<file path="config.mk">
export PLATFORM = sky130hd
export DESIGN_NAME = aes128_req_ctrl
export DESIGN_NICKNAME = d
export VERILOG_FILES = /design/src/rtl/aes128_req_ctrl.sv
export SDC_FILE = /design/constraint.sdc
export NUM_CORES = 1
export LEC_CHECK = 0
export CAP_MARGIN = 20
export CORE_AREA = 3 3 303 305
export DETAILED_ROUTE_END_ITERATION = 12
export DIE_AREA = 0 0 306 308
export DONT_BUFFER_PORTS = 1
export PLACE_DENSITY = 0.51
export SYNTH_ARGS = -nofsm -noshare
export SYNTH_HDL_FRONTEND = slang
export SYNTH_SLANG_ARGS = --single-unit
</file>
<file path="constraint.sdc">
create_clock -name clk -period 45.9 [get_ports clk]
set_input_delay 6.885 -clock clk [delete_from_list [all_inputs] [get_ports clk]]
set_output_delay 6.885 -clock clk [all_outputs]
set_load 0.02 [all_outputs]
</file>
<file path="src/rtl/aes128_req_ctrl.sv">
// Command front-end for aes128_core: queues requests, issues one operation at a
// time, and returns each result (or a timeout error) with its tag in command order.
module aes128_req_ctrl #(
  parameter int unsigned FIFO_DEPTH = 2,
  parameter int unsigned TAG_W      = 4,
  parameter int unsigned TIMEOUT    = 64
) (
  input  logic             clk,
  input  logic             rst_n,
  input  logic             cmd_valid_i,
  output logic             cmd_ready_o,
  input  logic             cmd_dec_i,
  input  logic [127:0]     cmd_key_i,
  input  logic [127:0]     cmd_text_i,
  input  logic [TAG_W-1:0] cmd_tag_i,
  output logic             rsp_valid_o,
  input  logic             rsp_ready_i,
  output logic [127:0]     rsp_text_o,
  output logic [TAG_W-1:0] rsp_tag_o,
  output logic             rsp_err_o,
  output logic             core_start_enc_o,
  output logic             core_start_dec_o,
  output logic [127:0]     core_key_o,
  output logic [127:0]     core_text_o,
  input  logic [127:0]     core_text_i,
  input  logic             core_ready_i,
  input  logic             core_done_i,
  output logic             busy_o
);

  localparam int unsigned TXT_W = 128;
  localparam int unsigned PTR_W = (FIFO_DEPTH > 1) ? $clog2(FIFO_DEPTH) : 1;
  localparam int unsigned CNT_W = PTR_W + 1;
  localparam int unsigned TMR_W = $clog2(TIMEOUT);

  typedef struct packed {
    logic             dec;
    logic [TXT_W-1:0] key;
    logic [TXT_W-1:0] text;
    logic [TAG_W-1:0] tag;
  } cmd_t;

  typedef enum logic [1:0] {
    IDLE  = 2'd0,
    START = 2'd1,
    WAIT  = 2'd2,
    RESP  = 2'd3
  } state_t;

  cmd_t             mem [FIFO_DEPTH];
  logic [PTR_W-1:0] wr_ptr_q, rd_ptr_q;
  logic [CNT_W-1:0] count_q, count_d;
  logic             push, pop, full, empty;
  cmd_t             head;

  state_t           state_q, state_d;
  logic [TMR_W-1:0] timer_q, timer_d;

  logic [TXT_W-1:0] op_key_q, op_key_d;
  logic [TXT_W-1:0] op_text_q, op_text_d;
  logic [TAG_W-1:0] op_tag_q, op_tag_d;
  logic             start_enc_q, start_enc_d;
  logic             start_dec_q, start_dec_d;

  logic             rsp_valid_q, rsp_valid_d;
  logic [TXT_W-1:0] rsp_text_q, rsp_text_d;
  logic [TAG_W-1:0] rsp_tag_q, rsp_tag_d;
  logic             rsp_err_q, rsp_err_d;
  logic             busy_q, busy_d;

  assign full        = (count_q == CNT_W'(FIFO_DEPTH));
  assign empty       = (count_q == '0);
  assign cmd_ready_o = rst_n & ~full;
  assign push        = cmd_valid_i & cmd_ready_o;
  assign head        = mem[rd_ptr_q];

  // Queue storage needs no reset: occupancy is tracked by the pointers/count.
  always_ff @(posedge clk) begin
    if (push) begin
      mem[wr_ptr_q] <= {cmd_dec_i, cmd_key_i, cmd_text_i, cmd_tag_i};
    end
  end

  always_ff @(posedge clk) begin
    if (!rst_n) begin
      wr_ptr_q <= '0;
      rd_ptr_q <= '0;
      count_q  <= '0;
    end else begin
      if (push) wr_ptr_q <= wr_ptr_q + PTR_W'(1);
      if (pop)  rd_ptr_q <= rd_ptr_q + PTR_W'(1);
      count_q <= count_d;
    end
  end

  // Next-state, op capture and registered-output logic.
  always_comb begin
    state_d     = state_q;
    pop         = 1'b0;
    timer_d     = timer_q;
    op_key_d    = op_key_q;
    op_text_d   = op_text_q;
    op_tag_d    = op_tag_q;
    start_enc_d = 1'b0;
    start_dec_d = 1'b0;
    rsp_valid_d = rsp_valid_q;
    rsp_text_d  = rsp_text_q;
    rsp_tag_d   = rsp_tag_q;
    rsp_err_d   = rsp_err_q;

    case (state_q)
      IDLE: begin
        if (!empty && core_ready_i) begin
          pop         = 1'b1;
          op_key_d    = head.key;
          op_text_d   = head.text;
          op_tag_d    = head.tag;
          start_enc_d = ~head.dec;
          start_dec_d = head.dec;
          state_d     = START;
        end
      end
      START: begin
        timer_d = '0;
        state_d = WAIT;
      end
      WAIT: begin
        // A done on the final timer cycle still counts as success.
        if (core_done_i) begin
          rsp_text_d  = core_text_i;
          rsp_err_d   = 1'b0;
          rsp_tag_d   = op_tag_q;
          rsp_valid_d = 1'b1;
          state_d     = RESP;
        end else if (timer_q == TMR_W'(TIMEOUT - 1)) begin
          rsp_text_d  = '0;
          rsp_err_d   = 1'b1;
          rsp_tag_d   = op_tag_q;
          rsp_valid_d = 1'b1;
          state_d     = RESP;
        end else begin
          timer_d = timer_q + TMR_W'(1);
        end
      end
      RESP: begin
        if (rsp_ready_i) begin
          rsp_valid_d = 1'b0;
          state_d     = IDLE;
        end
      end
      default: state_d = IDLE;
    endcase

    count_d = count_q + CNT_W'(push) - CNT_W'(pop);
    busy_d  = (state_d != IDLE) || (count_d != '0);
  end

  always_ff @(posedge clk) begin
    if (!rst_n) begin
      state_q     <= IDLE;
      timer_q     <= '0;
      op_key_q    <= '0;
      op_text_q   <= '0;
      op_tag_q    <= '0;
      start_enc_q <= 1'b0;
      start_dec_q <= 1'b0;
      rsp_valid_q <= 1'b0;
      rsp_text_q  <= '0;
      rsp_tag_q   <= '0;
      rsp_err_q   <= 1'b0;
      busy_q      <= 1'b0;
    end else begin
      state_q     <= state_d;
      timer_q     <= timer_d;
      op_key_q    <= op_key_d;
      op_text_q   <= op_text_d;
      op_tag_q    <= op_tag_d;
      start_enc_q <= start_enc_d;
      start_dec_q <= start_dec_d;
      rsp_valid_q <= rsp_valid_d;
      rsp_text_q  <= rsp_text_d;
      rsp_tag_q   <= rsp_tag_d;
      rsp_err_q   <= rsp_err_d;
      busy_q      <= busy_d;
    end
  end

  assign core_start_enc_o = start_enc_q;
  assign core_start_dec_o = start_dec_q;
  assign core_key_o       = op_key_q;
  assign core_text_o      = op_text_q;
  assign rsp_valid_o      = rsp_valid_q;
  assign rsp_text_o       = rsp_text_q;
  assign rsp_tag_o        = rsp_tag_q;
  assign rsp_err_o        = rsp_err_q;
  assign busy_o           = busy_q;

endmodule
</file>
# [Word level (Yosys, flattened, before mapping)]
# Memories as Yosys holds them, arrays and structs flattened. A register that Yosys moved wholly into a read port is not among the register bits.
# Index checks and enable logic that the tools add are counted.
# W data, S select, Z words.
[op_classes] n_addsub=5 n_eq_ne=9 mux=23 bitwise=4 reduce_logical=15
[op_table] operator="$mux W128" count=2
[op_table] operator="$mux W6" count=2
[op_table] operator="$pmux W6 S2" count=1
[op_table] operator="$mux W1" count=10
[op_table] operator="$reduce_bool A2 Y1" count=5
[op_table] operator="$reduce_and A3 Y1" count=3
[op_table] operator="$mux W2" count=4
[op_table] operator="$mux W4" count=2
[op_table] operator="$pmux W2 S4" count=1
[op_table] operator="$add A6 B1 Y6 const B" count=1
[op_table] operator="$eq A2 B2 Y1 const B" count=3
[op_table] operator="$eq A6 B6 Y1 const B" count=1
[op_table] operator="$ne A2 B2 Y1 const B" count=3
[op_table] operator="$logic_not A2 Y1" count=2
[op_table] operator="$reduce_and A2 Y1" count=2
[op_table] operator="$ne A3 B3 Y1 const B" count=1
[op_table] operator="$add A1 B1 Y1 const B" count=2
[op_table] operator="$add A2 B1 Y2" count=1
[op_table] operator="$and A1 B1 Y1" count=2
[op_table] operator="$eq A2 B1 Y1 const B" count=1
[op_table] operator="$not A1 Y1" count=2
[op_table] operator="$pmux W1 S2" count=1
[op_table] operator="$sub A2 B1 Y2" count=1
[op_table] operator="$logic_and A1 B1 Y1" count=1
[op_table] operator="2 further kinds" count=2
[totals] reg_bits=409 ram_bits=522 inputBits=395 out_inout_bits=394 elab_cells=72 memories=1
[memory_table] memory="mem" depth=2 word_bits=261 rd=1 rd_ports_with_merged_regs=1 wr=1 line="50" rtl="cmd_t mem [FIFO_DEPTH];"

# [Logic depth before layout (Yosys ltp)]
[depth] ltp_word=8 ltp_mapped=10 depth_no_buf=8

# [Worst setup path after synthesis]
# Ideal clock, no wire load.
[synth_timing] path_type="input port to flip-flop" startpoint="in rst_n" endpoint="mem mem[1][0] (netlist name), enable pin" setup_time_ns=0.889 arrival_time_ns=18.282 required_time_ns=45.011 path_slack_ns=26.729 stages=4 n_path_buf=2 path_cell_list="buf_2 -> buf_1 -> nand3_1 -> nor2_1"
[synth_between] elab_chain_cells=4
[synth_lines] item="start: declaration" line="9" rtl="input logic rst_n,"
[synth_lines] item="$and A1 B1 Y1" line="73" rtl="assign cmd_ready_o = rst_n & ~full;"
[synth_lines] item="$and A1 B1 Y1" line="74" rtl="assign push = cmd_valid_i & cmd_ready_o;"
[synth_lines] item="$mux W1" line="79" rtl="if (push) begin"
[synth_lines] item="$mux W1 (implied by the code)" line="80" rtl="mem[wr_ptr_q] <= {cmd_dec_i, cmd_key_i, cmd_text_i, cmd_tag_i};"
[synth_lines] item="end: declaration" line="50"
# Every way passes these cells.

# [Final worst setup path]
[layout_timing] startpoint="in rst_n" endpoint="out cmd_ready_o"
[layout_between] elab_chain_cells=1
[layout_lines] item="$and A1 B1 Y1" line="73"
[layout_lines] item="end: declaration" line="11" rtl="output logic cmd_ready_o,"
# Every way passes these cells.

==> flow_metrics.env <==
export IMPL_setup_bufs_post_cts=0
export IMPL_number_of_global_route_vias_before_repair=18100
export IMPL_worstRegToRegCells=6
export IMPL_ioPinCount=789
export IMPL_whs_path_depth=2
export IMPL_postLayoutSetupSlackWorst_ns=31.80
export IMPL_number_of_cells_produced_by_synthesis=2123
export IMPL_wirelength_routed_um=91000
export IMPL_outcome="finished, final reports clean"
export IMPL_placement_rows=110
export IMPL_cts_max_level=3
export IMPL_worstPathMaxFanout=27
export IMPL_drt_antenna_violating_nets=0
export IMPL_wl_per_cell_um=27.2
export IMPL_ys_async_sr_fraction=0
export IMPL_final_fill_count=8090
export IMPL_worstHoldPathType="reg -> reg"
export IMPL_fmax_ghz=0.0709
export IMPL_ys_warnings_count=0
export IMPL_remaining_drc_errors=0
export IMPL_die_width_um=306
export IMPL_syn2layout_area_growth_pct=12.5
export IMPL_skew_ns=0.0224
export IMPL_mostFrequentLayoutCell="sky130_fd_sc_hd__edfxtp_1"
export IMPL_path_depth=1
export IMPL_grt_total_usage=0.184
export IMPL_worstSetupEndpointType="primary output"
export IMPL_netlist_top_cells_area="sky130_fd_sc_hd__edfxtp_1, sky130_fd_sc_hd__dfxtp_1, sky130_fd_sc_hd__mux2i_1, sky130_fd_sc_hd__a211oi_1, sky130_fd_sc_hd__a21oi_1"
export IMPL_die_h_um=308
export IMPL_ys_ff_latch=932
export IMPL_yosysSeqAreaShare=0.735
export IMPL_synthesis_area_um2=32500
export IMPL_routed_via_density=5.39
export IMPL_netlist_cell_type_count=52
export IMPL_stdcell_count=3344
export IMPL_initial_core_util=0.362
export IMPL_fin_tns_setup_ns=0
export IMPL_cpMaxStageDelayCell="sky130_fd_sc_hd__and2_1"
export IMPL_cell_taking_the_most_area_after_synthesis="sky130_fd_sc_hd__edfxtp_1"
export IMPL_final_min_clock_period_ns=14.10
export IMPL_worst_path_dominant_cell_family="simple AND/OR/NAND/NOR gates"
export IMPL_required_ns=39.01
export IMPL_grt_first_pass_wirelength_um=128000
export IMPL_holdWs_ns=0.462
export IMPL_initialDrtViolationCount=1257
export IMPL_layout_common_cells="sky130_fd_sc_hd__edfxtp_1, sky130_fd_sc_hd__dfxtp_1, sky130_fd_sc_hd__mux2i_1, sky130_fd_sc_hd__a21oi_1, sky130_fd_sc_hd__a211oi_1"
export IMPL_clock_latency_ns=0.67
export IMPL_critical_path_startpoint_type="input port"
export IMPL_power_density_of_the_placed_cells_nw_per_um2=63.1
export IMPL_vdd_ir_drop_worst_mv=0.0336
export IMPL_synth_ff_type="sky130_fd_sc_hd__edfxtp_1"
export IMPL_timing_setup_critical_path_class="in -> out"
export IMPL_relSlewSlack=0.276
export IMPL_cpPeakStageDelay_ns=0.30
export IMPL_clkTransAtPathRegs_ns=0.06
export IMPL_timing_final_crit_share=0.307
export IMPL_clock_sinks=932
export IMPL_dp_slack_ns=31.81
export IMPL_post_cts_resized_instances=0
export IMPL_synth_fp_nets=2521
export IMPL_cts_tree="yes"
export IMPL_placed_cells=3144
export IMPL_via_total_after_detailed_routing=18000
export IMPL_ctsLongestPathBuffers=3
export IMPL_rsz0062_at_grt="false"
export IMPL_reg2reg_setup_slack_ns=42.20
export IMPL_timing_max_cap_violations=0
export IMPL_setup_viol_count_final=0
export IMPL_worst_path_buf_inv=0
export IMPL_drt_pass1_iterations=4
export IMPL_synth_edff_count=522
export IMPL_die_area_um2=94200
export IMPL_static_leakage_power_nw=11.5
export IMPL_worst_slew_pin_slew_ns=1.09
export IMPL_post_synth_top_area_fraction=0.483
export IMPL_port_buffers=0
export IMPL_initial_antenna_violation_count=5
export IMPL_cts_buffers_inserted=98
export IMPL_timing_hold_violations_final=0
export IMPL_ctsHoldBuffers=0
export IMPL_maximum_number_of_pins_on_one_net_before_global_route_repair=145
export IMPL_post_route_cells_drive_above_1_share=0.0868
export IMPL_synth_avg_cell_area_um2=15.3
export IMPL_gp_congestion=0.802
export IMPL_worstPathCellList="and2_1"
export IMPL_core_region_area_um2=89600
export IMPL_detailedPlacementHpwl_um=59600
export IMPL_worstPathArrival_ns=7.22
export IMPL_grt_ovfl_total=0
export IMPL_cts_root_buf="sky130_fd_sc_hd__clkbuf_16"
export IMPL_report_final_slew_viol_count=0
export IMPL_finalNetCount=2467
## stage by stage
| step | cell area [um2] | util | total power, mW |
|---|---|---|---|
| CTS | 36500 | 0.407 | 2.33 |
| global route | 36500 | 0.407 | 2.40 |
| floorplan | 32500 | - | 1.44 |
| finish | 36500 | 0.408 | 2.31 |
| detailed placement | 33300 | 0.371 | 1.55 |
| global placement | 33300 | 0.371 | 1.54 |
## Yosys cell counts (3+ instances only)
cell type                    n
sky130_fd_sc_hd__nor2_1      8
sky130_fd_sc_hd__nand2b_1    5
sky130_fd_sc_hd__buf_4      29
sky130_fd_sc_hd__edfxtp_1  522
sky130_fd_sc_hd__inv_1       7
sky130_fd_sc_hd__nand2_1    13
sky130_fd_sc_hd__clkbuf_1   42
sky130_fd_sc_hd__a22o_1    128
sky130_fd_sc_hd__nand3_1     7
sky130_fd_sc_hd__mux2i_1   265
sky130_fd_sc_hd__ha_1        3
sky130_fd_sc_hd__and2_1      5
sky130_fd_sc_hd__dfxtp_1   410
sky130_fd_sc_hd__a21oi_1   265
sky130_fd_sc_hd__buf_2     105
sky130_fd_sc_hd__nor2b_1     3
sky130_fd_sc_hd__a211oi_1  260
sky130_fd_sc_hd__o21ai_0     4
## final cells by class
class                           count  area [um2]  share of cell area
Sequential cell                   932       23900               0.654
Multi-Input combinational cell   1003        7660               0.210
Clock buffer                      145        2890              0.0790
Tap cell                         1176        1470              0.0403
Clock inverter                     41         319             0.00873
Timing Repair Buffer               26         240             0.00657
Inverter                            8        45.0             0.00123
Antenna cell                       13        32.5            0.000890
## cell families (layout without fill, tap and decap cells)
logic type               Yosys count  in the layout  synth area share
flip-flops                       932            932             0.735
AND/OR/NAND/NOR                   57             57            0.0102
other                              0             13                 0
AO/OA/AOI/OAI                    677            677             0.141
multiplexers                     265            265            0.0817
adder cells (fa/ha/maj)            3              3           0.00116
buffers and inverters            188            220            0.0296
XOR/XNOR                           1              1          0.000694
## state kept, by name, indices dropped and copies added (netlist names), named ones only
register,count
core_text_o,128
rsp_err_o,1
state_q,2
op_tag_q,4
busy_o,1
rd_ptr_q,1
core_start_enc_o,1
core_start_dec_o,1
wr_ptr_q,1
core_key_o,128
rsp_text_o,128
timer_q,6
count_q,2
rsp_tag_o,4
mem,522
rsp_valid_o,1
## power breakdown
group | switching (mW) | internal (mW)
registers | 0.179 | 0.992
logic | 0.236 | 0.126
clock network | 0.321 | 0.454
total | 0.736 | 1.57
## layer usage
| layer | global-route usage | wire, um | up-vias |
|---|---|---|---|
| met5 | 0 | 0 | - |
| met4 | 0.0869 | 4280 | 0 |
| met3 | 0.0939 | 10200 | 151 |
| met2 | 0.329 | 46600 | 678 |
| met1 | 0.174 | 29900 | 8972 |
| li1 | - | - | 8223 |
## path summary, 6_finish.rpt
path / start / to
max reg2reg: state_q[1] / core_text_o[104]
max: rst_n / cmd_ready_o
min reg2reg: op_tag_q[2] / rsp_tag_o[2]
min: op_tag_q[2] / rsp_tag_o[2]
Power figures use the tool's default switching activity.
